==> src/rtl/dco_pkg.sv <==
// Shared types and helpers for the multi-channel DCO.
package dco_pkg;

    // Per-channel retune state: ACTIVE has no config in flight, PENDING holds a shadow config.
    typedef enum logic {
        ACTIVE  = 1'b0,
        PENDING = 1'b1
    } dco_state_e;

    // Channel-select width; a single channel still gets a 1-bit select.
    function automatic int ch_w(input int n);
        return (n > 1) ? $clog2(n) : 1;
    endfunction

endpackage

==> src/rtl/dco_channel.sv <==
// One DCO channel: phase accumulator, shadow config with phase-continuous apply,
// registered wrap tick and phase-offset clock output.
module dco_channel
    import dco_pkg::*;
#(
    parameter int N       = 5,
    parameter int INC_RST = 8
) (
    input  logic         clk,
    input  logic         reset,
    input  logic         en,
    input  logic         sync_clr,
    input  logic         cfg_we,
    input  logic [N-1:0] cfg_inc,
    input  logic [N-1:0] cfg_phase,
    output logic         ready,
    output logic [N-1:0] q,
    output logic         clk_out,
    output logic         tick
);

    dco_state_e   state;
    logic [N-1:0] inc, phase, sh_inc, sh_phase;
    logic         settle;      // one-cycle hold-off after an apply before new configs are taken

    logic [N:0]   sum;
    logic         apply;
    logic [N-1:0] q_next, inc_next, phase_next, mix;

    // Next-state datapath: accumulate, decide whether a pending config lands this edge.
    always_comb begin
        sum        = {1'b0, q} + {1'b0, inc};
        apply      = (state == PENDING) && (!en || sum[N] || (inc == '0) || sync_clr);
        q_next     = sync_clr ? '0 : (en ? sum[N-1:0] : q);
        inc_next   = apply ? sh_inc   : inc;
        phase_next = apply ? sh_phase : phase;
        mix        = q_next + phase_next;
    end

    assign ready = (state == ACTIVE) && !settle;

    // Accumulator, config registers, retune FSM and output registers.
    always_ff @(posedge clk) begin
        if (reset) begin
            state    <= ACTIVE;
            q        <= '0;
            inc      <= N'(INC_RST);
            phase    <= '0;
            sh_inc   <= '0;
            sh_phase <= '0;
            settle   <= 1'b0;
            clk_out  <= 1'b0;
            tick     <= 1'b0;
        end else begin
            q       <= q_next;
            inc     <= inc_next;
            phase   <= phase_next;
            settle  <= apply;
            tick    <= en && !sync_clr && sum[N];
            clk_out <= mix[N-1];
            case (state)
                ACTIVE: begin
                    if (cfg_we) begin
                        state    <= PENDING;
                        sh_inc   <= cfg_inc;
                        sh_phase <= cfg_phase;
                    end
                end
                PENDING: begin
                    if (apply) state <= ACTIVE;
                end
                default: state <= ACTIVE;
            endcase
        end
    end

endmodule

==> src/rtl/multi_channel_dco.sv <==
// Multi-channel DCO top: config decode / ready mux around an array of channels.
module multi_channel_dco
    import dco_pkg::*;
#(
    parameter  int N       = 5,
    parameter  int NUM_CH  = 2,
    parameter  int INC_RST = 8,
    localparam int CH_W    = ch_w(NUM_CH)
) (
    input  logic                     clk,
    input  logic                     reset,
    input  logic [NUM_CH-1:0]        en,
    input  logic                     sync_clr,
    input  logic                     cfg_valid,
    output logic                     cfg_ready,
    input  logic [CH_W-1:0]          cfg_ch,
    input  logic [N-1:0]             cfg_inc,
    input  logic [N-1:0]             cfg_phase,
    output logic [NUM_CH-1:0][N-1:0] Q,
    output logic [NUM_CH-1:0]        clk_out,
    output logic [NUM_CH-1:0]        tick
);

    logic [NUM_CH-1:0] ch_ready, ch_we;

    // Ready mux; selects beyond the last channel are always accepted and dropped.
    always_comb begin
        cfg_ready = 1'b1;
        for (int c = 0; c < NUM_CH; c++)
            if (cfg_ch == CH_W'(c)) cfg_ready = ch_ready[c];
    end

    // Route an accepted config to its channel only.
    always_comb begin
        ch_we = '0;
        for (int c = 0; c < NUM_CH; c++)
            ch_we[c] = cfg_valid && cfg_ready && (cfg_ch == CH_W'(c));
    end

    for (genvar c = 0; c < NUM_CH; c++) begin : g_ch
        dco_channel #(
            .N       (N),
            .INC_RST (INC_RST)
        ) u_ch (
            .clk       (clk),
            .reset     (reset),
            .en        (en[c]),
            .sync_clr  (sync_clr),
            .cfg_we    (ch_we[c]),
            .cfg_inc   (cfg_inc),
            .cfg_phase (cfg_phase),
            .ready     (ch_ready[c]),
            .q         (Q[c]),
            .clk_out   (clk_out[c]),
            .tick      (tick[c])
        );
    end

endmodule

==> config.mk <==
export PLATFORM = sky130hd
export DESIGN_NAME = multi_channel_dco
export DESIGN_NICKNAME = d
export VERILOG_FILES = /design/src/rtl/dco_pkg.sv /design/src/rtl/dco_channel.sv /design/src/rtl/multi_channel_dco.sv
export SDC_FILE = /design/constraint.sdc
export NUM_CORES = 1
export LEC_CHECK = 0
export CAP_MARGIN = 40
export CORE_ASPECT_RATIO = 1.4
export CORE_MARGIN = 4
export CORE_UTILIZATION = 40
export CTS_CLUSTER_DIAMETER = 30
export DETAILED_ROUTE_END_ITERATION = 8
export SLEW_MARGIN = 20
export SYNTH_ARGS = -nofsm -noshare
export SYNTH_HDL_FRONTEND = slang
export SYNTH_SLANG_ARGS = --single-unit
==> constraint.sdc <==
create_clock -name clk -period 3.3 [get_ports clk]
set_clock_uncertainty 0.1 [all_clocks]
set_input_delay 0.66 -clock clk [delete_from_list [all_inputs] [get_ports clk]]
set_output_delay 0.66 -clock clk [all_outputs]
set_load 0.005 [all_outputs]
# == After elaboration in Yosys (flattened, before gate mapping) ==
# Cells that the tools add are included.
# classes
add_sub_neg,4
n_mux,13
bitwise_logic,3
reduce_logical,26
# ops
op,n
$mux W5,6
$add A5 B5 Y6,2
$logic_and A1 B1 Y1,11
$add A5 B5 Y5,2
$logic_not A5 Y1,2
$logic_or A1 B1 Y1,6
$logic_not A1 Y1,5
$mux W1,5
$pmux W1 S2,2
$reduce_and A2 Y1,2
$not A1 Y1,3
# word_totals
ff_bits,58
elab_cells,64

# == Depth between registers and ports, before layout ==
# Gate-level depths: netlist of the first run.
# depth
word_depth,7
depth_mapped,13

# == By module ==
# From an unflattened synthesis of the first run, not the netlist that was laid out.
# unflattened
cells_unflattened,301
hier_area_um2,2820.2
# by_module_without_submodules
module,instances,cells_per_inst,area_each_um2,seq_area_each_um2
dco_channel,2,149,1393.8,580.6
multi_channel_dco,1,3,32.5,0.0

# == Least setup slack after synthesis of the first run ==
# Ideal clock, no wire load.
# synth_timing
kind,input to register
from,input sync_clr
to,register g_ch[1].u_ch.clk_out
arrival_time_ps,3334
required_ps,3135
path_slack_ps,-199
path_stages,13
cell_sequence,buf_6 nand2b_4 a211o_1 o21ai_1 buf_4 mux2_2 ha_1 nand3_1 nor3_1 o2111a_1 a311oi_2 xnor3_1 nor2_1
# synth_between
elab_chain_len,4
# synth_lines
element,line_no,source
from (decl),multi_channel_dco.sv:13,"input logic sync_clr,"
$logic_or A1 B1 Y1,dco_channel.sv:33,apply = (state == PENDING) && (!en || sum[N] || (inc == '0) || sync_clr);
$logic_and A1 B1 Y1,dco_channel.sv:33,
$mux W5,dco_channel.sv:36,phase_next = apply ? sh_phase : phase;
net g_ch[1].u_ch.phase_next[3],dco_channel.sv:28,"logic [N-1:0] q_next, inc_next, phase_next, mix;"
$add A5 B5 Y5,dco_channel.sv:37,mix = q_next + phase_next;
to (signal assigned),dco_channel.sv:60,clk_out <= mix[N-1];
to (decl),dco_channel.sv:18,"output logic clk_out,"
# The timed path passes the listed nets, and every way through them passes these cells.
# A chain may end at the register's enable or synchronous reset.

# == Worst setup path after layout of the first run ==
# layout_timing
from,register g_ch[1].u_ch.inc[1]
to,register g_ch[1].u_ch.clk_out
# layout_between
elab_chain_len,7
# layout_lines
element,line_no,source
from (decl),dco_channel.sv:23,"logic [N-1:0] inc, phase, sh_inc, sh_phase;"
from (signal assigned),dco_channel.sv:47,inc <= N'(INC_RST);
from (signal assigned),dco_channel.sv:56,inc <= inc_next;
$add A5 B5 Y6,dco_channel.sv:32,"sum = {1'b0, q} + {1'b0, inc};"
$logic_or A1 B1 Y1,dco_channel.sv:33,
$logic_or A1 B1 Y1 * (2 in series),dco_channel.sv:33,
$logic_and A1 B1 Y1 *,dco_channel.sv:33,
$mux W5 *,dco_channel.sv:36,
net g_ch[1].u_ch.phase_next[3],dco_channel.sv:28,
$add A5 B5 Y5 *,dco_channel.sv:37,
# The timed path passes the listed nets; every way through them passes the cells marked *.

==> results_dict.tcl, run 1 <==
set metrics [dict create \
    status "complete, no violations" \
    synth_cell_types 33 \
    worst_pin_slew_ns 0.4733 \
    syn-cell-area_um2 2721 \
    yosys.area_share.simple 0.1848 \
    dieWidth_um 77.71 \
    dp_cells 418 \
    row_count 35 \
    insertion_delay_ns 0.33 \
    htree_num_levels 3 \
    cts_root_buf "clkbuf_8" \
    cts_inserted_buffers 9 \
    drive_gt1_frac 0.1453 \
    num_io_pins 32 \
    synthCells 300 \
    ys_warn_count 0 \
    routed_via_density 4.897 \
    dr_total_vias 2135 \
    setup_violations 0 \
    synthXorXnorAreaFrac 0.02943 \
    crit_required_ns 3.46 \
    area_growth_pct 25.93 \
    wirelength_um 5687 \
    max_freq_ghz 0.3268 \
    finalCriticalPeriod_ns 3.060 \
    final.period_utilization 0.9273 \
    io_buffers 31 \
    synth_fa_ha_area_frac 0.08828 \
    antenna_left 0 \
    ys_ff_latch 58 \
    drv_cap 0 \
    drt-initial-drc-count 113 \
    cp_max_fo 5 \
    slew_headroom 0.6845 \
    crit_arrival_ns 3.22 \
    clk_path_buf_depth 2 \
    p_leak_nw 1.540 \
    startpoint "g_ch[1].u_ch.inc[1]" \
    synth_top_family_by_area "simple AND/OR/NAND/NOR gates" \
    utilization 0.5183 \
    hold_buffers 0 \
    avgRoutedWirePerCell_um 13.04 \
    clkTransAtPathRegs_ns 0.07 \
    grt_use_total 0.1492 \
    first_global_vias 2140 \
    r2r_start "g_ch[1].u_ch.inc[1]" \
    grt_max_degree 37 \
    hpwlAfterDp_um 4260 \
    yosysSeqAreaShare 0.4267 \
    rsz0062_at_grt "false" \
    insertedDiodeCount 0 \
    fp.dieH_um 105.6 \
    start_kind "register" \
    path_class "reg -> reg" \
    grt_pass1_wl_um 9839 \
    start_util 0.4115 \
    peakVddDrop_v 0.0002721 \
    synth.area.mux_share 0.09839 \
    hp-class "reg -> reg" \
    synth_compound_area_frac 0.1260 \
    syn-num-nets 335 \
    hold_path.startpoint "g_ch[1].u_ch.sh_inc[4]" \
    globalplace.congestion 0.8205 \
    nets 374 \
    final_max_slew_viol_count 0 \
    core_um2 6613 \
    firstDrtPassIters 4 \
    endpoint_kind "register" \
    avgSynthCellArea_um2 9.071 \
    holdWs_ns 0.3561 \
    drc 0 \
    die-area_um2 8206 \
    powerDensity_nw_per_um2 449.8 \
    antenna_found_initial 0 \
    final_cells 436 \
    cts.sinks 58 \
    hold_violations 0 \
    cts_tree "built" \
    grt-ovfl-total 0 \
]
stage by stage:
step	instance area (um2)	setup TNS, ns	power (mW)	setup slack [ns]
after floorplan	2761	0	0.8414	0.04951
after global placement	3168	-0.5049	0.8991	-0.2608
after detailed placement	3188	-0.6658	0.9025	-0.3390
after CTS	3392	0	1.562	0.01507
after global routing	3427	0	1.607	0.01214
final	3427	0	1.542	0.2398
per-layer routing:
metal,vias up,global-route usage,wire (um)
li1,1106,-,-
met2,35,0.2224,2483
met3,9,0.02991,172
met5,-,0,0
met1,985,0.2073,2917
met4,0,0.06489,114
worst paths after layout:
check | to | slack [ns] | depth (start not counted)
max | g_ch[1].u_ch.clk_out | 0.24 | 12
min | g_ch[1].u_ch.sh_inc[4] | 0.36 | 2
max reg2reg | g_ch[1].u_ch.clk_out | 0.24 | 12
min reg2reg | g_ch[1].u_ch.sh_inc[4] | 0.36 | 2
cells in the mapped netlist (all sizes together):
cell type / number / area [um2]
nor2b: 8 / 50.05
fa: 2 / 40.04
a211oi: 2 / 15.01
inv: 6 / 22.52
buf: 10 / 70.06
nor4b: 1 / 8.760
a21o: 6 / 45.04
o21bai: 2 / 15.01
ha: 16 / 200.2
nand3: 5 / 25.02
o22ai: 2 / 12.51
and3: 1 / 6.260
xor2: 2 / 17.52
nor3: 12 / 60.06
nand2b: 2 / 27.53
or4b: 1 / 10.01
xnor2: 2 / 17.52
xnor3: 2 / 45.04
nand2: 45 / 168.9
o21ai: 2 / 10.01
a21oi: 30 / 150.1
mux2: 6 / 67.56
nor2: 39 / 146.4
clkbuf: 9 / 33.78
a311oi: 2 / 30.03
dfxtp: 58 / 1161
o2111a: 2 / 22.52
o31ai: 1 / 7.510
mux2i: 20 / 200.2
a211o: 4 / 35.03
layout by cell type, fill, tap and decap left out, types with 8 or more instances in the layout:
cell / instances
dfxtp_1: 58
nand2_1: 45
nor2_1: 39
a21oi_1: 30
clkdlybuf4s50_1: 27
mux2i_1: 20
ha_1: 16
buf_4: 15
clkbuf_8: 11
nor3_1: 10
nor2b_1: 8
area by class of cell:
class                      instances  area [um2]
clock inverter                     5       52.55
timing repair buffer              47       445.4
inverter                           6       22.52
multi-input combinational        217        1479
clock buffer                      11       151.4
fill                             636        3186
sequential                        58        1161
tap                               92       115.1
where the power goes:
part	switching, mW	internal [mW]	total [mW]
Combinational	0.0776	0.0761	0.154
Clock	0.268	0.385	0.654
Sequential	0.0137	0.721	0.734
worst max-delay path: stages, from the launching register on:
cell and delay, ns:
dfxtp_1 0.42, ha_1 0.26, a21oi_1 0.21, o22ai_2 0.20, o21ai_4 0.22, mux2_2 0.37, ha_1 0.31, nand3_1 0.10
nor3_2 0.05, o2111a_1 0.16, a311oi_2 0.26, xnor3_1 0.24, nor2_1 0.08
logic make-up (layout without fill, tap and decap cells):
kind of cell,count (synthesis),count (layout)
buf+inv,25,69
simple gates,114,114
fa+ha+maj,18,18
xor+xnor,6,6
flops,58,58
mux,26,26
compound gates,53,53
registers in the layout, summed over array words and instances (netlist names):
signal / flops
g_ch.u_ch.inc: 10
g_ch.u_ch.phase: 10
g_ch.u_ch.q: 10
g_ch.u_ch.sh_inc: 10
g_ch.u_ch.sh_phase: 10
g_ch.u_ch.clk_out: 2
g_ch.u_ch.settle: 2
g_ch.u_ch.state: 2
g_ch.u_ch.tick: 2
repair_timing:
| item | 4_1_cts | 5_1_grt |
|---|---|---|
| resized for setup | 0 | 5 |
| pin swaps | 1 | 2 |
| setup buffers | 0 | 2 |
| setup endpoints to repair | 1 | 2 |
No activity file was read; power rests on OpenSTA's default activity.
==> run 2, diff against run 1 <==
HOLD_SLACK_MARGIN = 0.1   (was unset)
==> results of run 2 <==
No change in the layout: final DEF, timing and power equal those of run 1.
==> run 3, diff against run 2 <==
GPL_ROUTABILITY_DRIVEN = 0   (was unset)
GPL_TIMING_DRIVEN = 0   (was unset)
clock period = 3.75 ns   (was 3.3 ns; I/O delays follow)
==> results_dict.tcl, run 3 (same netlist as run 1, synthesis figures left out) <==
set metrics [dict create \
    status "complete, no violations" \
    drv_cap 0 \
    dp_cells 419 \
    p_leak_nw 1.490 \
    pre_cts_ws_ns -0.1805 \
    fin_ws_ns 0.2583 \
    clk_path_buf_depth 2 \
    cts.sinks 58 \
    cts_tree "built" \
    drt-initial-drc-count 115 \
    worst_pin_slew_ns 0.6108 \
    first_global_vias 2175 \
    insertion_delay_ns 0.33 \
    grt_use_total 0.1590 \
    start_util 0.4115 \
    hold_violations 0 \
    clkTransAtPathRegs_ns 0.06 \
    max_freq_ghz 0.2864 \
    utilization 0.5016 \
    grt-ovfl-total 0 \
    power_frac_clock 0.403 \
    fp.dieH_um 105.6 \
    holdWs_ns 0.3536 \
    insertedDiodeCount 0 \
    final_cells 437 \
    finalCriticalPeriod_ns 3.492 \
    grt_pass1_wl_um 10220 \
    hp-class "reg -> reg" \
    final.period_utilization 0.9311 \
    antenna_found_initial 0 \
    drc 0 \
    endpoint_kind "register" \
    die-area_um2 8206 \
    io_buffers 27 \
    peakVddDrop_v 0.0002082 \
    cp_max_fo 10 \
    antenna_left 0 \
    cts_root_buf "clkbuf_8" \
    core_um2 6613 \
    crit_required_ns 3.92 \
    avgRoutedWirePerCell_um 13.54 \
    routed_via_density 4.915 \
    finalSetupTns_ns 0 \
    htree_num_levels 3 \
    area_growth_pct 21.89 \
    p_total_mw 1.296 \
    cts_inserted_buffers 9 \
    crit_arrival_ns 3.66 \
    row_count 35 \
    hpwlAfterDp_um 4449 \
    firstDrtPassIters 4 \
    drive_gt1_frac 0.1130 \
    dieWidth_um 77.71 \
    dr_total_vias 2148 \
    post_dp_cell_area_um2 3107 \
    power_switching_mw 0.3110 \
    hold_buffers 0 \
    setup_violations 0 \
    power_frac_seq 0.499 \
    combPwrFrac 0.098 \
    wirelength_um 5917 \
    rrSetupSlack_ns 0.26 \
    path_class "reg -> reg" \
    final_max_slew_viol_count 0 \
    grt_max_degree 11 \
    p_sw_frac 0.2400 \
    slew_headroom 0.5928 \
    nets 375 \
    start_kind "register" \
    final_area_um2 3317 \
    final_common_cell "dfxtp_1" \
    powerDensity_nw_per_um2 390.6 \
    layout_common_cells "dfxtp_1 (58), nand2_1 (45), nor2_1 (39), a21oi_1 (30), clkdlybuf4s50_1 (27)" \
    internal_power_mw 0.9846 \
    num_io_pins 32 \
]
==> run 3: cell count changes in the layout (fill, tap and decap cells not counted), sizes merged <==
cell and delta:
clkinv -1, clkinvlp -1, dlymetal6s2s -3, bufinv -1, clkbuf +12, buf -5
==> run 3: cell type report <==
cell class	instances	area (um2)
Fill cell	651	3296
Multi-Input combinational cell	217	1446
Sequential cell	58	1161
Timing Repair Buffer	29	285.3
Clock buffer	14	172.7
Tap cell	92	115.1
Buffer	19	103.9
Inverter	6	22.52
Clock inverter	2	10.01
==> run 3: final timing paths <==
path,cells past startpoint,end,from
max,13,g_ch[0].u_ch.clk_out,g_ch[0].u_ch.inc[1]
min,2,g_ch[1].u_ch.sh_phase[2],g_ch[1].u_ch.sh_phase[2]
max reg2reg,13,g_ch[0].u_ch.clk_out,g_ch[0].u_ch.inc[1]
min reg2reg,2,g_ch[1].u_ch.sh_phase[2],g_ch[1].u_ch.sh_phase[2]
==> run 3: repair_timing <==
item / CTS / global route
hold endpoints to repair: 0 / 0
setup endpoints to repair: 0 / 2
setup buffers: 0 / 2
resized for setup: 0 / 3
==> run 3: power by group through the flow <==
stage	sequential (mW)	combinational, mW	clock, mW
final	0.646	0.127	0.522
after global routing	0.648	0.142	0.569
after CTS	0.646	0.126	0.540
after detailed placement	0.660	0.125	0
after global placement	0.659	0.124	0
after floorplan	0.656	0.0805	0
==> run 3: worst max-delay path, cell delays in order, from the launching register on <==
cell and delay (ns):
dfxtp_1 0.42, ha_1 0.26, a21oi_1 0.22, o22ai_1 0.19
o21ai_2 0.27, buf_4 0.26, mux2_2 0.36, ha_1 0.30
nand3_1 0.08, nor3_2 0.23, o2111a_1 0.25, a311oi_2 0.06
xnor3_1 0.35, nor2_1 0.08
==> run 3: metal layers <==
layer | track usage | share of wire | vias up
li1 | - | - | 1108
met1 | 0.2067 | 0.49 | 993
met2 | 0.2433 | 0.45 | 40
met3 | 0.04103 | 0.043 | 7
met4 | 0.07634 | 0.015 | 0
met5 | 0 | 0 | -
